`config.mk`:
```
export PLATFORM = sky130hd
export DESIGN_NAME = counter_sweep_ctrl
export DESIGN_NICKNAME = d
export VERILOG_FILES = /design/src/rtl/counter_sweep_pkg.sv /design/src/rtl/updown_load_counter.sv /design/src/rtl/counter_sweep_ctrl.sv
export SDC_FILE = /design/constraint.sdc
export NUM_CORES = 1
export LEC_CHECK = 0
export ABC_AREA = 1
export CELL_PAD_IN_SITES_DETAIL_PLACEMENT = 1
export CELL_PAD_IN_SITES_GLOBAL_PLACEMENT = 2
export CORE_UTILIZATION = 31
export CTS_CLUSTER_SIZE = 24
export DETAILED_ROUTE_END_ITERATION = 10
export GPL_ROUTABILITY_DRIVEN = 1
export PLACE_DENSITY = 0.86
export SLEW_MARGIN = 20
export SYNTH_ARGS = -nofsm -noshare
export SYNTH_HDL_FRONTEND = slang
export SYNTH_SLANG_ARGS = --single-unit
export TNS_END_PERCENT = 50
```
`constraint.sdc`:
```
create_clock -name clk -period 3.3 [get_ports clk]
set_clock_uncertainty 0.2 [all_clocks]
set_input_delay 0.99 -clock clk [delete_from_list [all_inputs] [get_ports clk]]
set_output_delay 0.99 -clock clk [all_outputs]
set_load 0.05 [all_outputs]
```
`src/rtl/counter_sweep_pkg.sv`:
```
// Shared types for the triangle-sweep controller and its counter datapath.
package counter_sweep_pkg;

  typedef enum logic [1:0] {
    IDLE = 2'd0,
    UP   = 2'd1,
    DOWN = 2'd2,
    DONE = 2'd3
  } sweep_state_t;

  localparam logic DIR_UP   = 1'b1;
  localparam logic DIR_DOWN = 1'b0;

endpackage

```
`src/rtl/updown_load_counter.sv`:
```
// Up/down counter with synchronous parallel load; load has priority over en.
module updown_load_counter #(
  parameter int WIDTH = 8
) (
  input  logic             clk,
  input  logic             rstn,
  input  logic             en,
  input  logic             load,
  input  logic [WIDTH-1:0] load_val,
  input  logic             dir,
  output logic [WIDTH-1:0] count
);

  logic [WIDTH-1:0] count_q;

  always_ff @(posedge clk or negedge rstn) begin
    if (!rstn) begin
      count_q <= '0;
    end else if (load) begin
      count_q <= load_val;
    end else if (en) begin
      count_q <= dir ? count_q + WIDTH'(1) : count_q - WIDTH'(1);
    end
  end

  assign count = count_q;

endmodule

```
`src/rtl/counter_sweep_ctrl.sv`:
```
// Sequences the up/down counter through lo->hi->lo triangles, num_cycles times.
// Handshake: start is accepted only in IDLE; done pulses one cycle on completion.
module counter_sweep_ctrl
  import counter_sweep_pkg::*;
#(
  parameter int WIDTH = 8,
  parameter int CYC_W = 4
) (
  input  logic             clk,
  input  logic             rstn,
  input  logic             start,
  input  logic             abort,
  input  logic             hold,
  input  logic [WIDTH-1:0] lo,
  input  logic [WIDTH-1:0] hi,
  input  logic [CYC_W-1:0] num_cycles,
  output logic             busy,
  output logic             done,
  output logic             cfg_err,
  output logic             dir_out,
  output logic [WIDTH-1:0] count_out
);

  sweep_state_t     state_q, state_d;
  logic             dir_q, dir_d;
  logic             cfg_err_q, cfg_err_d;
  logic [WIDTH-1:0] lo_q, lo_d, hi_q, hi_d;
  logic [CYC_W-1:0] ncyc_q, ncyc_d, cyc_q, cyc_d;

  logic             cnt_en, cnt_load, cnt_dir;
  logic [WIDTH-1:0] cnt_load_val, count;
  logic [CYC_W:0]   cyc_next;
  logic             last_cycle;

  // One extra bit so the completed-cycle compare cannot overflow.
  assign cyc_next   = {1'b0, cyc_q} + {{CYC_W{1'b0}}, 1'b1};
  assign last_cycle = cyc_next >= {1'b0, ncyc_q};

  updown_load_counter #(.WIDTH(WIDTH)) u_counter (
    .clk      (clk),
    .rstn     (rstn),
    .en       (cnt_en),
    .load     (cnt_load),
    .load_val (cnt_load_val),
    .dir      (cnt_dir),
    .count    (count)
  );

  always_ff @(posedge clk or negedge rstn) begin
    if (!rstn) begin
      state_q   <= IDLE;
      dir_q     <= DIR_UP;
      cfg_err_q <= 1'b0;
      lo_q      <= '0;
      hi_q      <= '0;
      ncyc_q    <= '0;
      cyc_q     <= '0;
    end else begin
      state_q   <= state_d;
      dir_q     <= dir_d;
      cfg_err_q <= cfg_err_d;
      lo_q      <= lo_d;
      hi_q      <= hi_d;
      ncyc_q    <= ncyc_d;
      cyc_q     <= cyc_d;
    end
  end

  always_comb begin
    state_d      = state_q;
    dir_d        = dir_q;
    cfg_err_d    = 1'b0;
    lo_d         = lo_q;
    hi_d         = hi_q;
    ncyc_d       = ncyc_q;
    cyc_d        = cyc_q;
    cnt_en       = 1'b0;
    cnt_load     = 1'b0;
    cnt_load_val = lo_q;
    cnt_dir      = dir_q;
    case (state_q)
      IDLE: begin
        if (start) begin
          if (lo >= hi || num_cycles == '0) begin
            cfg_err_d = 1'b1;
          end else begin
            lo_d         = lo;
            hi_d         = hi;
            ncyc_d       = num_cycles;
            cyc_d        = '0;
            cnt_load     = 1'b1;
            cnt_load_val = lo;
            state_d      = UP;
            dir_d        = DIR_UP;
          end
        end
      end
      UP: begin
        if (abort) begin
          state_d = IDLE;
          dir_d   = DIR_UP;
        end else if (!hold) begin
          if (count == hi_q) begin
            cnt_load     = 1'b1;
            cnt_load_val = hi_q - WIDTH'(1);
            state_d      = DOWN;
            dir_d        = DIR_DOWN;
          end else begin
            cnt_en  = 1'b1;
            cnt_dir = DIR_UP;
          end
        end
      end
      DOWN: begin
        if (abort) begin
          state_d = IDLE;
          dir_d   = DIR_UP;
        end else if (!hold) begin
          if (count == lo_q) begin
            if (last_cycle) begin
              state_d = DONE;
            end else begin
              // Restart the rise at lo+1 so the shared lo is not repeated.
              cnt_load     = 1'b1;
              cnt_load_val = lo_q + WIDTH'(1);
              state_d      = UP;
              dir_d        = DIR_UP;
              cyc_d        = cyc_next[CYC_W-1:0];
            end
          end else begin
            cnt_en  = 1'b1;
            cnt_dir = DIR_DOWN;
          end
        end
      end
      DONE: begin
        state_d = IDLE;
        dir_d   = DIR_UP;
      end
      default: begin
        state_d = IDLE;
        dir_d   = DIR_UP;
      end
    endcase
  end

  assign busy      = (state_q == UP) || (state_q == DOWN);
  assign done      = (state_q == DONE);
  assign cfg_err   = cfg_err_q;
  assign dir_out   = dir_q;
  assign count_out = count;

endmodule
```
# [Word level (Yosys, flattened, before mapping)]
# Index checks and enable logic that the tools add are counted.
[word_totals] reg_bits=36 latchBits=0 mem_bits_rw=0 romBits=0 inputBits=25 out_inout_bits=12 elab_cells=109 memories=0
[op_classes] n_addsub=5 multipliers=0 div_mod_pow=0 order_cmp=2 eq_ne=16 shifts=0 n_mux=67 n_bitwise=1 n_reduce_logical=10
[ops] op="$mux 8" n=12
[ops] op="$mux 1" n=33
[ops] op="$mux 4" n=6
[ops] op="$pmux 8 s3" n=1
[ops] op="$mux 2" n=9
[ops] op="$add 8x1->8 const B" n=2
[ops] op="$eq 8x8->1" n=2
[ops] op="$sub 8x1->8 const B" n=2
[ops] op="$ne 3x3->1 const B" n=5
[ops] op="$reduce_and 7->1" n=2
[ops] op="$ne 2x2->1 const B" n=6
[ops] op="$ge 8x8->1" n=1
[ops] op="$pmux 2 s4" n=1
[ops] op="$pmux 4 s2" n=1
[ops] op="$reduce_and 6->1" n=1
[ops] op="$add 4x1->5 const B" n=1
[ops] op="$ge 5x4->1" n=1
[ops] op="$eq 2x2->1 const B" n=2
[ops] op="$logic_not 4->1" n=1
[ops] op="$pmux 1 s2" n=2
[ops] op="$pmux 1 s4" n=1
[ops] op="$reduce_bool 2->1" n=2
[ops] op="$pmux 1 s3" n=1
[ops] op="$reduce_and 3->1" n=1
[ops] op="4 further kinds" n=5

# [Depth between registers and ports, before layout]
# Gate-level depths: netlist of the first run.
[depth] word_depth=8 mapped_depth=21 ltp_nobuf=21

# [Hierarchy]
# From an unflattened synthesis of the first run, not the netlist that was laid out.
[unflattened] hier_cells=548 area_unflattened_um2=3540.9
[by_module_without_submodules] mod="counter_sweep_ctrl" instances=1 cells_per_inst=459 area_each_um2=2850.2 seq_area_each_um2=701.9
[by_module_without_submodules] mod="updown_load_counter" instances=1 cells_per_inst=89 area_each_um2=690.7 seq_area_each_um2=200.2

# [Worst setup path before layout of the first run]
# Ideal clock, no wire load.
[synth_path] path_kind="input port to flip-flop" from="input port abort" to="register u_counter.count_q[6], in the netlist u_counter.count[6]" setup_time_ps=66 arrival_time_ps=2919 t_required_ps=3034 setup_slack_ps=115 cell_stages=15 n_path_buf=0 path_cell_list="nor2_1 nand2_1 nand2_1 nand2_1 nand2_1 inv_1 fa_1 o21ai_0 a21oi_1 nor2_1 nor2_1 xor2_1 o21ai_0 nand2_1 nand2_1"
[synth_via] elab_chain_cells=5 word_cells_on_any_way=16 classes_between="mux (15); reduce/logical (1)"
[synth_rtl] element="start, declared" line_no="counter_sweep_ctrl.sv:12" source="input logic abort,"
[synth_rtl] element="$mux 1, on equally long branches" line_no="counter_sweep_ctrl.sv:115, counter_sweep_ctrl.sv:99"
[synth_rtl] element="$pmux 1 s2" line_no="counter_sweep_ctrl.sv:81" source="case (state_q)"
[synth_rtl] element="$mux 8" line_no="updown_load_counter.sv:22" source="count_q <= dir ? count_q + WIDTH'(1) : count_q - WIDTH'(1);"
[synth_rtl] element="$mux 8" line_no="updown_load_counter.sv:21" source="end else if (en) begin"
[synth_rtl] element="$mux 8" line_no="updown_load_counter.sv:19" source="end else if (load) begin"
[synth_rtl] element="end signal, assigned" line_no="updown_load_counter.sv:20" source="count_q <= load_val;"
[synth_rtl] element="end signal, assigned" line_no="updown_load_counter.sv:22"
[synth_rtl] element="end, declared" line_no="updown_load_counter.sv:14" source="logic [WIDTH-1:0] count_q;"
# Several ways; a longest one is shown, not always the timed one. The select of a mux whose other input is x is not followed.
# A chain may end at the register's enable or synchronous reset.

# [Final worst setup path of the first run]
[layout_path] from="input port hi[6]" to="register u_counter.count_q[5], in the netlist u_counter.count[5]"
[layout_via] elab_chain_cells=6 word_cells_on_any_way=10 classes_between="order compare (1); mux (7); reduce/logical (2)"
[layout_rtl] element="start, declared" line_no="counter_sweep_ctrl.sv:15" source="input logic [WIDTH-1:0] hi,"
[layout_rtl] element="$ge 8x8->1 (*)" line_no="counter_sweep_ctrl.sv:84" source="if (lo >= hi || num_cycles == '0) begin"
[layout_rtl] element="$logic_or 1x1->1 (*)" line_no="counter_sweep_ctrl.sv:84"
[layout_rtl] element="$mux 8 / $mux 1 (equally long branches)" line_no="counter_sweep_ctrl.sv:84"
[layout_rtl] element="$mux 8 / $mux 1 (equally long branches)"
[layout_rtl] element="$pmux 8 s3 / $pmux 1 s3 (equally long branches)" line_no="counter_sweep_ctrl.sv:81"
[layout_rtl] element="$mux 8 / $reduce_bool 2->1 (equally long branches)"
# Mark *: on every way between the ends. The rest lies on a longest branch, timed or not.

==> impl_metrics.csv, run 1 <==
group,metric,value,unit
timing,relSlewSlack,40.2,%
critical_path,crit_required,3.34,ns
finish,final_cell_mix,"nand2_1 (142), inv_1 (72), buf_4 (50), nand3_1 (38), o21ai_0 (38)",
global_routing,antenna_found_initial,0,
die,die_width,104,um
power_and_ir_drop,swShare,52.8,%
critical_path,end_kind,"flop",
global_routing,grt_pass1_wl,17.8,mm
power_and_ir_drop,p_sw,2.29,mW
critical_path,r2r_setup_slack,0.26,ns
finish,finish.utilization,44.0,%
route,drt_iter0_drc,186,
route,viasPerCell,4.93,
placed_design,dp_slack,-0.406,ns
route,vias,3534,
die,start_util,32.4,%
global_routing,grt_max_degree,37,
placed_design,dp_hpwl,8.81,mm
global_routing,grt_pass1_vias,3643,
job,cap_violations,0,
finish,stdcell_count,717,
finish,final_area,4360,sq um
synth,synthTopCellsByArea,"dfrtp_1 (27%), nand2_1 (17%), ha_1 (9.7%), inv_1 (8.8%), o21ai_0 (6.5%)",
synth,ys_types,35,
synth,ys_warn_count,0,
synth,synth_seq_cells,36,
synth,ys_seq_area_share,28.1,%
timing,max_freq,316,MHz
placed_design,numPortBuffers,36,
power_and_ir_drop,pwr-share-seq,21.2,%
route,wire_per_inst,15.3,um
finish,nFillCells,1331,
global_routing,track_usage,20.8,%
timing,final-max-slew-violation-count,0,
timing,fin_crit,3.16,ns
synth,synthArstFlopShare,100,%
power_and_ir_drop,power.share.clock,8.3,%
clock_tree,clock_latency,0.30,ns
power_and_ir_drop,ir_drop,0.296,mV
synth,avgSynthCellArea,6.51,sq um
clock_tree,cts_tree,"yes",
finish,n_antenna_cell,0,
route,drcViolationCount,0,
clock_tree,cts_sinks,36,
finish,final_common_cell,"nand2_1",
placed_design,placed_cell_area,4090,sq um
power_and_ir_drop,p_leak,2.31,nW
synth,synth-edff-count,0,
clock_tree,clockRootBuffer,"clkbuf_8",
power_and_ir_drop,power_density,993,nW/um^2
placed_design,dp.cells,707,
finish,nets,634,
clock_tree,cts_buffer_depth,2,
timing,hold_ws,0.293,ns
die,row_count,36,
synth,synth_top_area_cell,"dfrtp_1",
power_and_ir_drop,p_comb_share,70.5,%
die,coreArea,9910,sq um
timing,tightest_slew,0.897,ns
critical_path,cp.arrival,3.20,ns
synth,syn_nets,545,
synth,synth_top_area_share,27.2,%
timing,hold_viol_final,0,
timing,fin_crit_sh,95.8,%
critical_path,cp-start-kind,"input pin",
synth,synth_cells,494,
synth,ys.flop_type,"dfrtp_1",
power_and_ir_drop,p_int,2.04,mW
critical_path,critPathKind,"input pin to flop",
die,dieArea,10800,sq um
timing,setup_ws,0.138,ns
die,design.portCount,37,
route,finalWirelength,11.0,mm
clock_tree,clkTransAtPathRegs,0.08,ns
critical_path,cp_max_fo,5,
timing,setup_viol,0,
finish,syn2layout_area_growth,35.7,%
route,drt_first_pass_iters,4,
route,ant_nets,0,
global_routing,overflow,0,
placed_design,gp_congestion,0.865,
outcome,outcome,"finished, final reports clean",
hold_path,hold_path_class,"flop to flop",
clock_tree,h-tree-depth,2,
die,fp.dieH,104,um
synth,synth_area,3210,sq um
finish,drive_gt1_share,18.7,%
clock_tree,numCtsBuffers,5,
-- sequential cells by signal, summed over array words and instances (netlist names) --
| register | count |
|---|---|
| u_counter.count | 8 |
| state_q | 2 |
| ncyc_q | 4 |
| dir_out | 1 |
| cfg_err | 1 |
| hi_q | 8 |
| lo_q | 8 |
| cyc_q | 4 |
-- power by group through the flow --
stage | Clock [mW] | Sequential (mW) | Combinational, mW
2_1_floorplan | 0 | 1.04 | 1.71
3_3_place_gp | 0 | 0.907 | 2.80
6_report | 0.360 | 0.917 | 3.06
5_1_grt | 0.382 | 0.957 | 3.41
3_5_place_dp | 0 | 0.920 | 2.93
4_1_cts | 0.370 | 0.913 | 2.95
-- cells in the mapped netlist (2+ instances only) --
| master | instances |
|---|---|
| nand2_1 | 147 |
| inv_1 | 75 |
| nor2_1 | 44 |
| o21ai_0 | 42 |
| nand3_1 | 38 |
| dfrtp_1 | 35 |
| ha_1 | 25 |
| a21oi_1 | 17 |
| xor2_1 | 10 |
| xnor2_1 | 7 |
| inv_2 | 6 |
| nand4_1 | 6 |
| nor3_1 | 6 |
| clkbuf_1 | 3 |
| nand2_2 | 3 |
| nand3_2 | 3 |
| nor2_2 | 3 |
| a211oi_1 | 2 |
| and2_1 | 2 |
| buf_2 | 2 |
| nor2_4 | 2 |
| o211ai_1 | 2 |
| o21ai_1 | 2 |
-- critical path, stage by stage --
cell	delay (ns)
clkdlybuf4s50_1	0.47
inv_1	0.08
ha_4	0.21
nand2_2	0.07
a21oi_1	0.05
nor2_2	0.12
nand4_1	0.13
buf_4	0.18
nor3_4	0.25
nor2_4	0.09
nor2_8	0.17
buf_12	0.14
nor2_4	0.05
inv_2	0.06
nor2_1	0.03
nor2_1	0.10
-- cells by family (layout without fill, tap and decap cells) --
kind of cell,after synthesis,count (layout),share of synthesized area (%)
and+or+nand+nor,257,257,34.8
buffers and inverters,87,177,10.3
AOI/OAI and AO/OA,71,71,11.8
DFF,36,36,28.1
adders and majority gates,26,26,10.4
xor gates and xnor gates,17,17,4.63
-- what timing repair did --
action / in CTS / in global routing
hold endpoints to repair: 0 / 0
buffers inserted: 0 / 2
pin swaps: 0 / 9
hold buffers: 0 / 0
resized for setup: 2 / 40
endpoints found under the setup margin: 2 / 15
gates cloned: 0 / 0
-- worst paths after layout --
check                                   start            endpoint  cells past startpoint
min                                 ncyc_q[1]           ncyc_q[1]                      2
max reg2reg                u_counter.count[7]  u_counter.count[6]                     19
max in group asynchronous                rstn  u_counter.count[0]                      1
max                                     hi[6]  u_counter.count[5]                     16
min reg2reg                         ncyc_q[1]           ncyc_q[1]                      2
min in group asynchronous                rstn           ncyc_q[1]                      1
-- layout make-up --
class / count / area [sq um] / area share (%)
Tap cell: 133 / 166 / 3.81
Clock inverter: 2 / 15.0 / 0.344
Multi-Input combinational cell: 371 / 2110 / 48.4
Timing Repair Buffer: 87 / 777 / 17.8
Inverter: 82 / 309 / 7.08
Sequential cell: 36 / 903 / 20.7
Clock buffer: 6 / 82.6 / 1.89
-- routing by layer --
layer	GRT usage, %	vias to the layer above	part of all wire (%)
met5	0	-	0
met4	7.35	0	2.2
met3	1.51	17	2.6
met2	36.3	65	50
met1	26.9	1703	46
li1	-	1749	-
-- through the flow --
step,total power [mW],setup TNS (ns)
after global placement,3.71,-1.95
after floorplan,2.75,0
after detailed placement,3.85,-4.10
after CTS,4.23,-0.0240
final,4.33,0
after global routing,4.75,-0.0740
(Power assumes the default switching activity.)
==> inputs of run 2 (changes only) <==
--- a/config.mk
+++ b/config.mk
@@ -12,6 +12,7 @@
 export CTS_CLUSTER_SIZE = 24
 export DETAILED_ROUTE_END_ITERATION = 10
 export GPL_ROUTABILITY_DRIVEN = 1
+export MAX_ROUTING_LAYER = met4
 export PLACE_DENSITY = 0.86
 export SLEW_MARGIN = 20
 export SYNTH_ARGS = -nofsm -noshare
==> impl_metrics.csv, run 2 (same netlist as run 1, synthesis figures left out) <==
group,metric,value,unit
outcome,outcome,"finished, final reports clean",
critical_path,end_kind,"flop",
finish,drive_gt1_share,18.7,%
clock_tree,h-tree-depth,2,
timing,setup_viol,0,
global_routing,overflow,0,
die,row_count,36,
timing,hold_ws,0.293,ns
timing,fin_crit_sh,95.7,%
critical_path,crit_chain,"clkdlybuf4s50_1 > inv_1 > ha_4 > nand2_2 > a21oi_1 > nor2_2 > nand4_1 > buf_4 > nor3_4 > nor2_4 > nor2_8 > buf_12 > nor2_4 > inv_2 > nor2_1 > nor2_1",
global_routing,antenna_found_initial,0,
die,fp.dieH,104,um
die,dieArea,10800,sq um
power_and_ir_drop,p_leak,2.31,nW
hold_path,holdPathStages,2,
timing,final-max-slew-violation-count,0,
placed_design,numPortBuffers,36,
route,vias,3532,
clock_tree,clockRootBuffer,"clkbuf_8",
hold_path,hold_path_class,"flop to flop",
critical_path,r2r_cells,19,
die,start_util,32.4,%
route,drt_iter0_drc,187,
finish,syn2layout_area_growth,35.7,%
power_and_ir_drop,power_density,993,nW/um^2
critical_path,startpoint,"hi[6]",
die,coreArea,9910,sq um
critical_path,crit_required,3.34,ns
die,design.portCount,37,
placed_design,gp_congestion,0.879,
timing,hold_viol_final,0,
route,drcViolationCount,0,
global_routing,grt_pass1_wl,17.8,mm
critical_path,max_stage_delay,0.47,ns
placed_design,dp_hpwl,8.81,mm
clock_tree,clkTransAtPathRegs,0.08,ns
finish,final_cell_mix,"nand2_1 (142), inv_1 (72), buf_4 (50), nand3_1 (38), o21ai_0 (38)",
route,wire_per_inst,15.3,um
critical_path,worst_path_max_delay_cell,"clkdlybuf4s50_1",
global_routing,track_usage,21.4,%
global_routing,grt_max_degree,37,
clock_tree,cts_sinks,36,
timing,max_freq,317,MHz
critical_path,cp_max_fo,5,
power_and_ir_drop,ir_drop,0.296,mV
route,drt_first_pass_iters,4,
critical_path,cp-start-kind,"input pin",
route,ant_nets,0,
clock_tree,numCtsBuffers,5,
timing,tightest_slew,0.897,ns
clock_tree,cts_buffer_depth,2,
route,viasPerCell,4.93,
die,die_width,104,um
finish,nFillCells,1331,
timing,fin_setup_tns,0,ns
finish,final_common_cell,"nand2_1",
route,finalWirelength,11.0,mm
job,cap_violations,0,
critical_path,cp.arrival,3.20,ns
global_routing,grt_pass1_vias,3645,
finish,nets,634,
critical_path,critPathKind,"input pin to flop",
finish,n_antenna_cell,0,
clock_tree,cts_tree,"yes",
clock_tree,clock_latency,0.30,ns
hold_path,holdCritStartpoint,"ncyc_q[1]",
critical_path,r2r_start,"u_counter.count[7]",
timing,relSlewSlack,40.2,%
timing,fin_crit,3.16,ns
## run 2: where the power goes
group / total [mW] / switching [mW] / internal (mW)
logic: 3.06 / 1.83 / 1.23
clock network: 0.361 / 0.191 / 0.169
registers: 0.917 / 0.273 / 0.645
## run 2: through the flow
step	util, %	setup WS [ns]	power (mW)	area (sq um)	cells
3_5_place_dp	41.3	-0.406	3.85	4090	707
5_1_grt	44.0	-0.0326	4.75	4360	717
6_report	44.0	0.141	4.33	4360	717
3_3_place_gp	41.3	-0.284	3.71	4090	707
4_1_cts	42.3	-0.0240	4.23	4190	715
2_1_floorplan	-	0.115	2.75	3210	494
## run 2: repair_timing
item / in CTS / in global routing
hold buffers: 0 / 0
cloned: 0 / 0
pin swaps: 0 / 9
buffers inserted: 0 / 2
resized for setup: 2 / 40
endpoints found under the setup margin: 2 / 15
## run 2: path summary, 6_finish.rpt
kind | slack [ns] | to
worst min register to register | 0.29 | ncyc_q[1]
worst max register to register | 0.25 | u_counter.count[6]
worst max-delay path | 0.14 | u_counter.count[5]
worst min-delay path | 0.29 | ncyc_q[1]
max in group asynchronous | 1.67 | u_counter.count[0]
min in group asynchronous | 0.59 | ncyc_q[1]
## run 2: worst max-delay path, delay by kind of cell
kind            cells  cell delay, ns
simple gates        9            1.01
fa+ha+maj           1            0.21
buf+inv             5            0.93
compound gates      1            0.05
## run 2: area by class of cell
| type | count | area [sq um] | area share [%] |
|---|---|---|---|
| Clock buffer | 6 | 82.6 | 1.89 |
| Tap cell | 133 | 166 | 3.81 |
| Inverter | 82 | 309 | 7.08 |
| Clock inverter | 2 | 15.0 | 0.344 |
| Sequential cell | 36 | 903 | 20.7 |
| Timing Repair Buffer | 87 | 777 | 17.8 |
| Multi-Input combinational cell | 371 | 2110 | 48.4 |
## run 2: layer usage
| layer | part of all wire, % | vias to the layer above | wire [um] | track usage [%] |
|---|---|---|---|---|
| met5 | 0 | - | 0 | - |
| met2 | 50 | 66 | 5430 | 36.3 |
| li1 | - | 1748 | - | - |
| met3 | 2.9 | 17 | 320 | 1.51 |
| met1 | 45 | 1701 | 4960 | 26.9 |
| met4 | 2.2 | 0 | 245 | 7.35 |
